===== config.mk =====
export PLATFORM = sky130hd
export DESIGN_NAME = regfile_wb_arbiter
export DESIGN_NICKNAME = d
export VERILOG_FILES = /design/src/rtl/regfile_wb_arbiter.sv
export SDC_FILE = /design/constraint.sdc
export NUM_CORES = 1
export LEC_CHECK = 0
export ABC_AREA = 1
export ABC_CLOCK_PERIOD_IN_PS = 4250
export CAP_MARGIN = 20
export CORE_MARGIN = 5
export CORE_UTILIZATION = 40
export DETAILED_ROUTE_END_ITERATION = 8
export PLACE_DENSITY = 0.87
export SETUP_SLACK_MARGIN = 0.3
export SLEW_MARGIN = 10
export SYNTH_ARGS = -nofsm -noshare
export SYNTH_HDL_FRONTEND = slang
export SYNTH_SLANG_ARGS = --single-unit
export TNS_END_PERCENT = 5

===== constraint.sdc =====
create_clock -name i_clk -period 4.25 [get_ports i_clk]
set_input_delay 0.6375 -clock i_clk [delete_from_list [all_inputs] [get_ports i_clk]]
set_output_delay 0.6375 -clock i_clk [all_outputs]
set_load 0.01 [all_outputs]

===== src/rtl/regfile_wb_arbiter.sv =====
// Round-robin writeback arbiter feeding the single register-file write port.
// One registered output stage; hit flags let the read path forward it.
module regfile_wb_arbiter #(
    parameter int NREQ = 4,
    parameter int DW   = 32,
    parameter int AW   = 5
) (
    input  logic               i_clk,
    input  logic               i_reset,
    input  logic               i_hold,
    input  logic [NREQ-1:0]    i_req_valid,
    output logic [NREQ-1:0]    o_req_ready,
    input  logic [NREQ*AW-1:0] i_req_addr,
    input  logic [NREQ*DW-1:0] i_req_data,
    output logic [AW-1:0]      o_rd_addr,
    output logic [DW-1:0]      o_rd_data,
    output logic               o_rd_wren,
    input  logic [AW-1:0]      i_rs1_addr,
    input  logic [AW-1:0]      i_rs2_addr,
    output logic               o_rs1_hit,
    output logic               o_rs2_hit
);

    localparam int PW = $clog2(NREQ);

    logic [PW-1:0]   rr_ptr_q;
    logic [PW-1:0]   rr_ptr_d;
    logic [AW-1:0]   rd_addr_q;
    logic [AW-1:0]   rd_addr_d;
    logic [DW-1:0]   rd_data_q;
    logic [DW-1:0]   rd_data_d;
    logic            rd_wren_q;
    logic            rd_wren_d;

    logic [PW:0]     scan_idx;
    logic [PW-1:0]   gnt_idx;
    logic            gnt_found;
    logic [NREQ-1:0] gnt_oh;
    logic            accept;
    logic [AW-1:0]   gnt_addr;
    logic [DW-1:0]   gnt_data;

    // Scan requesters starting at the round-robin pointer, wrapping mod NREQ
    always_comb begin
        scan_idx  = '0;
        gnt_idx   = '0;
        gnt_found = 1'b0;
        for (int i = 0; i < NREQ; i++) begin
            scan_idx = {1'b0, rr_ptr_q} + (PW+1)'(i);
            if (scan_idx >= (PW+1)'(NREQ)) begin
                scan_idx = scan_idx - (PW+1)'(NREQ);
            end
            if (!gnt_found && i_req_valid[scan_idx[PW-1:0]]) begin
                gnt_found = 1'b1;
                gnt_idx   = scan_idx[PW-1:0];
            end
        end
    end

    // Pick the winner's address and data out of the flat request buses
    always_comb begin
        gnt_addr = '0;
        gnt_data = '0;
        for (int n = 0; n < NREQ; n++) begin
            if (PW'(n) == gnt_idx) begin
                gnt_addr = i_req_addr[n*AW +: AW];
                gnt_data = i_req_data[n*DW +: DW];
            end
        end
    end

    // One-hot ready; suppressed by reset and hold, never by the output stage
    always_comb begin
        gnt_oh = '0;
        if (!i_reset && !i_hold && gnt_found) begin
            gnt_oh[gnt_idx] = 1'b1;
        end
    end

    assign o_req_ready = gnt_oh;
    assign accept      = |(gnt_oh & i_req_valid);

    // Next output stage and pointer; x0 completes the handshake but never writes
    always_comb begin
        rd_wren_d = 1'b0;
        rd_addr_d = rd_addr_q;
        rd_data_d = rd_data_q;
        rr_ptr_d  = rr_ptr_q;
        if (accept) begin
            rd_addr_d = gnt_addr;
            rd_data_d = gnt_data;
            rd_wren_d = |gnt_addr;
            rr_ptr_d  = (gnt_idx == PW'(NREQ-1)) ? '0 : gnt_idx + 1'b1;
        end
    end

    // Output stage and pointer registers; reset drops any pending write
    always_ff @(posedge i_clk) begin
        if (i_reset) begin
            rd_wren_q <= 1'b0;
            rd_addr_q <= '0;
            rd_data_q <= '0;
            rr_ptr_q  <= '0;
        end else begin
            rd_wren_q <= rd_wren_d;
            rd_addr_q <= rd_addr_d;
            rd_data_q <= rd_data_d;
            rr_ptr_q  <= rr_ptr_d;
        end
    end

    assign o_rd_addr = rd_addr_q;
    assign o_rd_data = rd_data_q;
    assign o_rd_wren = rd_wren_q;

    assign o_rs1_hit = rd_wren_q && (rd_addr_q == i_rs1_addr);
    assign o_rs2_hit = rd_wren_q && (rd_addr_q == i_rs2_addr);

endmodule


==> reports/results.txt <==
outcome = completed
CTS Root Cell = clkbuf_8
Crit path largest cell delay = 0.55 ns
number of global-route vias before repair = 4394
Avg Cell Area, Syn = 5.465 µm²
initial antenna violation count = 0
CTS max path bufs = 2
PortBufs = 208
worst hold path type = reg2reg
Yosys top cell by area = dfxtp_1
Final Hold Vio Count = 0
Worst Clk Skew = 0.008994 ns
cts bufs inserted = 5
peak supply drop = 283.5 µV
remaining global-route overflow = 0
CP max-delay cell = clkdlybuf4s50_1
WL/cell = 15.00 µm
synthesized cell area = 3252 µm²
initial DRC count = 264
count of final max-slew check failures = 0
layout cells sized above 1 = 4.713%
# IOs = 209
post-synth cell types = 30
cell count after synthesis = 595
Post-Route WL = 13310 µm
crit path DAT = 3.40 ns
Vias/cell = 5.050
Synth Net Count = 764
critical path type = in2out
Adder-Cell Fraction of Synth Area = 1.539%
Worst Hold Slack = 0.5148 ns
Setup TNS = 0 ns
Seq/Total Area, Yosys = 24.62%
drt drc = 0
post-synthesis compound-gate area fraction = 19.78%
post-synth top area share = 24.62%
pwr dens = 527.6 nW/µm²
final instance area = 5558 µm²
Final period util = 94.90%
mux share of post-synthesis cell area = 0%
fmax = 248.0 MHz
Synth warnings = 0
final core utilization = 71.19%
Synth Area in Simple Gates = 41.32%
Final setup viols = 0
main combinational cell family by area after synthesis = simple AND/OR/NAND/NOR gates
dpl hpwl = 10010 µm
worst-skew pair later-pin latency = 0.30 ns
Die Area = 10030 µm²
RSZ-0062 raised after global routing = yes
Initial Utilization = 41.65%
Routability Congestion = 1.034
most used cell, CP = nand2_1
total track usage = 25.44%
Die W = 100.2 µm
Via Count = 4479
Core Area = 7807 µm²
max cap viols = 0
TritonCTS clock tree = yes
Worst Max-Slew Pin Slew = 0.9311 ns
Rows = 32
clock sinks = 40
crit path launch type = input port
crit path cell chain = clkdlybuf4s50_1 -> inv_1 -> nand2_1 -> nand2_1 -> o21a_1 -> and2_1 -> nor2_1 -> nand2_1 -> nand3_1 -> buf_4 -> ha_2 -> buf_8 -> inv_1 -> nor2_1 -> clkdlybuf4s50_1
Placed Area = 5379 µm²
Slew HR = 37.78%
total power = 0.002932 W
critical path peak fanout = 21
synth top area cells = dfxtp_1, nand2_1, o21ai_0
Nets = 953
Req. time, crit path = 3.61 ns
LEAKAGE = 2.521 nW
post-synthesis xor/xnor area fraction = 0.8080%
largest net degree at the start of global routing = 44
Clock transition at path regs = 0.08 ns
CP Capture Type = primary output
# diodes = 0
hold buffer count at CTS = 0
first-pass GRT wire length = 20820 µm
fin crit period = 4.033 ns
die height = 100.2 µm
Area Overhead vs Synth = 70.91%
H-Tree Depth = 2
Initial DRT Pass Iterations = 7
Routed Antenna Nets = 0
Yosys reg bits = 40
[per-stage QoR]
stage                     cells  setup slack (ns)
after floorplan             595             1.110
after CTS                   887            0.2923
after global routing        887           0.07253
final                       887            0.2169
after detailed placement    877            0.1634
after global placement      877            0.2921
[per-layer routing]
| layer | part of all wire (%) | vias up | wire (µm) | GRT usage, % |
|---|---|---|---|---|
| li1 | - | 2264 | - | - |
| met5 | 0 | - | 0 | 0 |
| met1 | 38 | 1978 | 5056 | 28.69 |
| met2 | 51 | 210 | 6806 | 46.84 |
| met4 | 2.0 | 0 | 262 | 7.047 |
| met3 | 8.9 | 27 | 1180 | 6.741 |
[logic make-up (layout without fill, tap and decap cells)]
family	count (synthesis)	count (layout)
compound gates	124	124
xor+xnor	3	3
fa+ha+maj	4	4
buf+inv	93	283
flops	40	40
simple gates	331	331
[cell usage after synthesis]
| master | count |
|---|---|
| inv_2 | 1 |
| nand3_2 | 1 |
| o2111ai_1 | 1 |
| a21oi_1 | 42 |
| nand2_1 | 187 |
| nor3_1 | 1 |
| xnor2_1 | 2 |
| xor2_1 | 1 |
| inv_1 | 50 |
| a211oi_1 | 2 |
| buf_1 | 7 |
| inv_6 | 1 |
| nor2_1 | 90 |
| o22ai_1 | 2 |
| nor2_4 | 2 |
| buf_2 | 6 |
| nand4_1 | 7 |
| nand3_1 | 37 |
| o21ai_1 | 1 |
| buf_8 | 1 |
| o21a_1 | 3 |
| and2_1 | 1 |
| ha_1 | 4 |
| clkbuf_1 | 25 |
| a221oi_1 | 1 |
| o21ai_0 | 72 |
| or2_2 | 2 |
| nand2_2 | 3 |
| dfxtp_1 | 40 |
| buf_6 | 2 |
[worst max-delay path, delay by kind of cell]
family | cells | cell delay [ns]
AOI/OAI and AO/OA | 1 | 0.20
and+or+nand+nor | 7 | 0.77
buffers and inverters | 6 | 1.55
adders and majority gates | 1 | 0.21
[registers in the layout, indices dropped and copies added, names as in the netlist]
register	flops
o_rd_addr	5
o_rd_data	32
o_rd_wren	1
rr_ptr_q	2
[worst paths after layout]
kind | startpoint | end | slack, ns | cells past startpoint
setup / recovery | i_req_valid[0] | o_req_ready[2] | 0.22 | 15
hold / removal | o_rd_data[18] | o_rd_data[18] | 0.51 | 4
setup reg to reg | rr_ptr_q[0] | o_rd_addr[2] | 0.61 | 16
hold reg to reg | o_rd_data[18] | o_rd_data[18] | 0.51 | 4
[repair_timing]
action                                  4_1_cts  5_1_grt
pin swaps                                     1        1
buffers inserted                              2        0
hold endpoints to repair                      0        0
endpoints found under the setup margin        3       23
gates resized for setup                       8        2
[report_power, final]
part / switching, W / internal (W)
Combinational: 0.00123 / 0.000863
Sequential: 0.0000437 / 0.000444
Clock: 0.000142 / 0.000207
Total: 0.00142 / 0.00151
[placed cells by master, fill, tap and decap left out, types with 2 or more instances in the layout]
cell / n
nand4_1: 7
or2_2: 2
buf_4: 12
nand2_2: 3
a21oi_1: 42
nand3_1: 37
ha_2: 4
clkbuf_8: 7
inv_1: 50
xnor2_1: 2
nor2_1: 90
a211oi_1: 2
nor2_4: 2
buf_12: 2
nand2_1: 187
clkdlybuf4s50_1: 207
o21ai_0: 72
dfxtp_1: 40
o21a_1: 3
o22ai_1: 2
[final cells by class]
type	count	area [µm²]
Fill cell	673	2250
Timing Repair Buffer	223	2230
Multi-Input combinational cell	462	2073
Sequential cell	40	800.8
Inverter	52	200.2
Tap cell	102	127.6
Clock buffer	7	96.34
Clock inverter	1	30.03
Power figures use the tool's default switching activity.
